==> src/rtl/knap_enum.sv <==
// knap_enum: brute-force multi-constraint 0/1 knapsack search engine.
// Walks every item selection, one per clock, and keeps the highest-value
// selection that meets the minimum value, maximum weight and maximum volume
// limits. It also exports each candidate and its verdict so that an
// external selection checker can be run in lockstep with it.
// Optional feature macro: KNAP_EARLY_EXIT_EN. When it is defined, the search
// stops at the first valid candidate. When it is undefined, the search
// enumerates every selection.
module knap_enum #(
    parameter int N_ITEMS = 5,
    parameter int W       = 32
) (
    input  logic                   clk,
    input  logic                   rst_n,
    input  logic                   start,
    input  logic [W-1:0]           min_value,
    input  logic [W-1:0]           max_weight,
    input  logic [W-1:0]           max_volume,
    input  logic [N_ITEMS*W-1:0]   item_value,
    input  logic [N_ITEMS*W-1:0]   item_weight,
    input  logic [N_ITEMS*W-1:0]   item_volume,
    output logic                   busy,
    output logic                   done,
    output logic                   found,
    output logic [N_ITEMS-1:0]     best_sel,
    output logic [W-1:0]           best_value,
    output logic [N_ITEMS-1:0]     cand,
    output logic                   cand_valid
);

    typedef enum logic [1:0] {IDLE, EVAL, DONE} state_t;

    state_t                 state_q, state_d;
    logic [W-1:0]           min_value_q, min_value_d;
    logic [W-1:0]           max_weight_q, max_weight_d;
    logic [W-1:0]           max_volume_q, max_volume_d;
    logic [N_ITEMS*W-1:0]   item_value_q, item_value_d;
    logic [N_ITEMS*W-1:0]   item_weight_q, item_weight_d;
    logic [N_ITEMS*W-1:0]   item_volume_q, item_volume_d;
    logic [N_ITEMS-1:0]     cand_q, cand_d;
    logic                   found_q, found_d;
    logic [N_ITEMS-1:0]     best_sel_q, best_sel_d;
    logic [W-1:0]           best_value_q, best_value_d;

    logic [W-1:0]           tot_value, tot_weight, tot_volume;
    logic                   cand_ok;
    logic                   last_cand;
    logic                   better;

    // Sum the latched item tables over the selected items. The sums wrap modulo 2^W.
    always_comb begin
        tot_value  = '0;
        tot_weight = '0;
        tot_volume = '0;
        for (int i = 0; i < N_ITEMS; i++) begin
            if (cand_q[i]) begin
                tot_value  = tot_value  + item_value_q[i*W +: W];
                tot_weight = tot_weight + item_weight_q[i*W +: W];
                tot_volume = tot_volume + item_volume_q[i*W +: W];
            end
        end
        cand_ok   = (tot_value >= min_value_q) && (tot_weight <= max_weight_q)
                    && (tot_volume <= max_volume_q);
        last_cand = &cand_q;
        better    = cand_ok && (!found_q || (tot_value > best_value_q));
    end

    // State and datapath registers; reset clears everything, including the latched tables.
    always_ff @(posedge clk or negedge rst_n) begin
        if (!rst_n) begin
            state_q       <= IDLE;
            min_value_q   <= '0;
            max_weight_q  <= '0;
            max_volume_q  <= '0;
            item_value_q  <= '0;
            item_weight_q <= '0;
            item_volume_q <= '0;
            cand_q        <= '0;
            found_q       <= 1'b0;
            best_sel_q    <= '0;
            best_value_q  <= '0;
        end else begin
            state_q       <= state_d;
            min_value_q   <= min_value_d;
            max_weight_q  <= max_weight_d;
            max_volume_q  <= max_volume_d;
            item_value_q  <= item_value_d;
            item_weight_q <= item_weight_d;
            item_volume_q <= item_volume_d;
            cand_q        <= cand_d;
            found_q       <= found_d;
            best_sel_q    <= best_sel_d;
            best_value_q  <= best_value_d;
        end
    end

    // Next-state logic: leave EVAL after the last candidate, or at the first valid candidate in early-exit builds.
    always_comb begin
        state_d = state_q;
        case (state_q)
            IDLE: if (start) state_d = EVAL;
            EVAL: begin
`ifdef KNAP_EARLY_EXIT_EN
                if (last_cand || cand_ok) state_d = DONE;
`else
                if (last_cand) state_d = DONE;
`endif
            end
            DONE:    state_d = IDLE;
            default: state_d = IDLE;
        endcase
    end

    // Datapath updates: latch the job on start, step the candidate, and keep the best strictly-greater result.
    always_comb begin
        min_value_d   = min_value_q;
        max_weight_d  = max_weight_q;
        max_volume_d  = max_volume_q;
        item_value_d  = item_value_q;
        item_weight_d = item_weight_q;
        item_volume_d = item_volume_q;
        cand_d        = cand_q;
        found_d       = found_q;
        best_sel_d    = best_sel_q;
        best_value_d  = best_value_q;
        if (state_q == IDLE && start) begin
            min_value_d   = min_value;
            max_weight_d  = max_weight;
            max_volume_d  = max_volume;
            item_value_d  = item_value;
            item_weight_d = item_weight;
            item_volume_d = item_volume;
            cand_d        = '0;
            found_d       = 1'b0;
            best_sel_d    = '0;
            best_value_d  = '0;
        end else if (state_q == EVAL) begin
            if (better) begin
                found_d      = 1'b1;
                best_sel_d   = cand_q;
                best_value_d = tot_value;
            end
            if (!last_cand) begin
                cand_d = cand_q + {{(N_ITEMS-1){1'b0}}, 1'b1};
            end
        end
    end

    // Output decode from the current state and the registered results.
    always_comb begin
        busy       = (state_q == EVAL);
        done       = (state_q == DONE);
        cand_valid = (state_q == EVAL) && cand_ok;
        found      = found_q;
        best_sel   = best_sel_q;
        best_value = best_value_q;
        cand       = cand_q;
    end

endmodule

==> config.mk <==
export PLATFORM = sky130hd
export DESIGN_NAME = knap_enum
export DESIGN_NICKNAME = d
export VERILOG_FILES = /design/src/rtl/knap_enum.sv
export SDC_FILE = /design/constraint.sdc
export NUM_CORES = 2
export LEC_CHECK = 0
export BUFFER_PORTS_ARGS = -buffer_cell sky130_fd_sc_hd__buf_4
export CORE_AREA = 2 2 584 296
export CTS_CLUSTER_SIZE = 30
export DETAILED_ROUTE_END_ITERATION = 10
export DIE_AREA = 0 0 586 298
export GPL_TIMING_DRIVEN = 0
export PLACE_DENSITY = 0.48
export REMOVE_ABC_BUFFERS = 1
export SKIP_CTS_REPAIR_TIMING = 1
export SLEW_MARGIN = 20
export SYNTH_ARGS = -nofsm -noshare
export SYNTH_HDL_FRONTEND = slang
export SYNTH_SLANG_ARGS = --single-unit
==> constraint.sdc <==
create_clock -name clk -period 18 [get_ports clk]
set_clock_uncertainty 0.15 [all_clocks]
set_input_delay 2.7 -clock clk [delete_from_list [all_inputs] [get_ports clk]]
set_output_delay 2.7 -clock clk [all_outputs]
set_load 0.005 [all_outputs]
==> results.toml <==
[synthesis]
synth_edf_count = 0
async_reset_ff_frac = 1.000
ys_seq_elements = 621
yosysUniqueCellTypes = 99
ys.warnings.count = 0
yosysSeqAreaShare = 0.3073
synth.avg_cell_area_sq_um = 7.831
synth_ff_type = "dfrtp_1"
synth_top_area_cell = "dfrtp_1"
synth-compound-area-share = 0.1954
synth-xor-area-share = 0.05905
synth_area_sq_mm = 0.05058
syn_inst = 6459
synth_top_area_frac = 0.3073
yosys.area_share.adder = 0.1339
synth.area.mux_share = 0.04176
synthSimpleGateAreaFrac = 0.2190
synth_top_family_by_area = "simple AND/OR/NAND/NOR gates"
yosys-top-cells-area = "dfrtp_1 (31%), nand2_1 (14%), ha_1 (13%)"

[placement]
gp_congestion = 0.9148
hpwl_um = 149700
io_buffer_count = 624

[grt]
grt_usage = 0.2136
grt_use_met2 = 0.3002
grt_pass1_wl_um = 284800
antenna_found_initial = 16
grt-busiest-layer = "met1"
grt_max_degree = 91
grt.met1_usage = 0.3385
met3_usage = 0.03482
grt_overflow = 0
grt_pass1_vias = 44433

[worst_hold_path]
min_path_cells = 2
hold_end = "item_value_q[20]$_DFFE_PN0P_"
min_path_type = "reg -> reg"
hp-start = "item_value_q[20]$_DFFE_PN0P_"

[setup_path]
rr_startpoint = "cand[0]$_DFFE_PN0P_"
setup.worst_path.end_class = "output pin"
crit_arrival_ps = 14360
worstReg2RegEnd = "best_value[2]$_DFFE_PN0P_"
r2r_setup_slack_ps = 2480
cp-start-kind = "flop"
path_common_cell = "ha_1"
cp.buffers_inverters = 3
worst-path-max-fanout = 64
crit_slowest_cell = "a211oi_2"
path_depth = 47
cp.required_ps = 15150
reg2regPathDepth = 51
critPathMaxStageDelay_ps = 740
path_class = "reg -> out"
critPathTopFamily = "compound AO/OA/AOI/OAI gates"

[die]
die_x_um = 586
die_area_sq_mm = 0.1746
io_pins = 625
num_rows = 107
core-area_sq_mm = 0.1692
initial_utilization = 0.2989
die_h_um = 298

[finish]
drive_above_1_share = 0.1479
nFillCells = 17661
multi_input_area_sq_mm = 0.03291
final_util = 0.3609
fin_nets = 8042
regArea_sq_mm = 0.01556
syn_to_final_growth_pct = 20.76

[sta]
final_max_slew_viol_count = 0
slew_headroom = 0.2881
setup_violations = 0
worstMarginPinSlew_ps = 1068
fin_crit_ps = 17210
timing.final.crit_share = 0.9559
finalHoldViolCount = 0
max_freq_ghz = 0.05812

[clock_network]
clock-sinks = 621
cts_tree = "done"
clk_pin_slew_ps = 60
cts_buffers = 76
cts_htree_levels = 3
cts.path.max_buffers = 3
insertion_delay_ps = 670
clock-root-buffer = "clkbuf_16"

[route]
avgRoutedWirePerCell_um = 20.70
vias_per_cell = 5.063
route.vias.total = 47024
wl_um = 192200
drt_first_pass_iters = 7
drc = 0
ant_nets = 0
drt_iter0_drc = 4124

[job]
max_cap_viol_count = 0

[status]
outcome = "finished, final reports clean"
==> tightest hold or removal path: cells and delay by family, from the launching register on <==
family / cells / cell delay (ps)
AND/OR/NAND/NOR: 2 / 100
flip-flops: 1 / 340
==> synthesized netlist by cell type, types with 10 or more instances <==
master and instances:
a22o_1 10, a21boi_0 19, xor2_1 123, and3_1 32
a31oi_1 48, o31ai_1 20, nand2_1 1853, and2_1 84
a21o_1 221, a2111oi_0 12, ha_1 516, a211o_1 13
nor3_1 60, a221o_1 10, o21ai_1 15, nand4_1 59
dfrtp_1 621, o211ai_1 39, a221oi_1 15, buf_2 13
mux2i_1 31, nand3b_1 11, or2_2 16, nor2_1 298
mux2_2 160, o21ai_0 389, o21a_1 75, o2111ai_1 10
a211oi_1 42, or3_1 23, nand3_1 69, nor2b_1 48
buf_1 26, xnor2_1 210, nand2b_1 54, o41ai_1 10
clkbuf_1 233, inv_1 302, fa_1 12, a22oi_1 14
o22ai_1 25, o21bai_1 54, a21oi_1 417
==> layout by cell type, fill, tap and decap left out, types with 13 or more instances in the layout <==
master     count
ha_1         516
nand4_1       59
o21ai_0      388
o22ai_1       25
clkbuf_16     76
mux2i_1       31
nand2b_1      54
nand3_1       69
mux2_2       160
or3_1         22
a22oi_1       14
a31oi_1       48
or2_2         16
and2_1        83
a21boi_0      19
buf_16        33
a221oi_1      15
nand2_1     1851
o21a_1        75
a211oi_1      40
o31ai_1       20
a21o_1       221
nor3_1        57
buf_4        625
o211ai_1      39
and3_1        32
nor2_1       293
o21bai_1      54
o21ai_1       16
dfrtp_1      616
xor2_1       123
buf_12        13
nor2b_1       48
a21oi_1      417
bufinv_16     13
inv_1        299
a211o_1       13
xnor2_1      210
==> through the flow <==
step	instances	area (sq um)	setup slack, ps	TNS (ps)	hold WS [ps]
floorplan	6183	49510	3026	0	288.0
global placement	9096	57050	-9015	-3331770	303.2
detailed placement	9146	58360	1501	0	304.3
CTS	9280	61040	663.4	0	320.6
global route	9286	61070	-6.308	-6.308	335.7
finish	9288	61080	794.7	0	318.5
==> sequential cells by signal (all words and copies together) (netlist names), 2 cells and up <==
signal and flops:
item_value_q 160, item_volume_q 160, item_weight_q 160, best_value 32, max_volume_q 32, max_weight_q 32
min_value_q 32, best_sel 5, cand 5, state_q 2
==> cell type report <==
class                   instances  share of cell area
repair buffers                674             0.09663
clock buffers                 100             0.03458
multi-input cells            5258              0.5388
well taps                    2289             0.04689
inverters                     304             0.01885
flip-flops and latches        621              0.2547
diodes                          8           0.0003278
clock inverters                34            0.009198
==> routing by layer <==
layer | vias up | part of all wire
li1 | 23184 | -
met1 | 22472 | 0.52
met2 | 1201 | 0.40
met3 | 161 | 0.058
met4 | 6 | 0.015
met5 | - | 0.00021
==> worst max-delay path by stage <==
stage,from,end,slack (ps)
final,cand[0]$_DFFE_PN0P_,cand_valid,790
after global routing,cand[0]$_DFFE_PN0P_,cand_valid,-6
after CTS,cand[0]$_DFFE_PN0P_,cand_valid,660
after detailed placement,cand[0]$_DFFE_PN0P_,cand_valid,1500
after global placement,start,item_weight_q[90]$_DFFE_PN0P_,-9020
after floorplan,start,best_value[29]$_DFFE_PN0P_,3030
==> cell families after synthesis <==
group                    after synthesis
AO/OA/AOI/OAI                       1556
XOR/XNOR                             336
adder cells (fa/ha/maj)              535
buffers and inverters                580
flip-flops                           621
multiplexers                         191
AND/OR/NAND/NOR                     2640
Power is left out: the tool's default activity adds up to more than one toggle a clock period on the data nets, which glitch-free logic cannot reach.
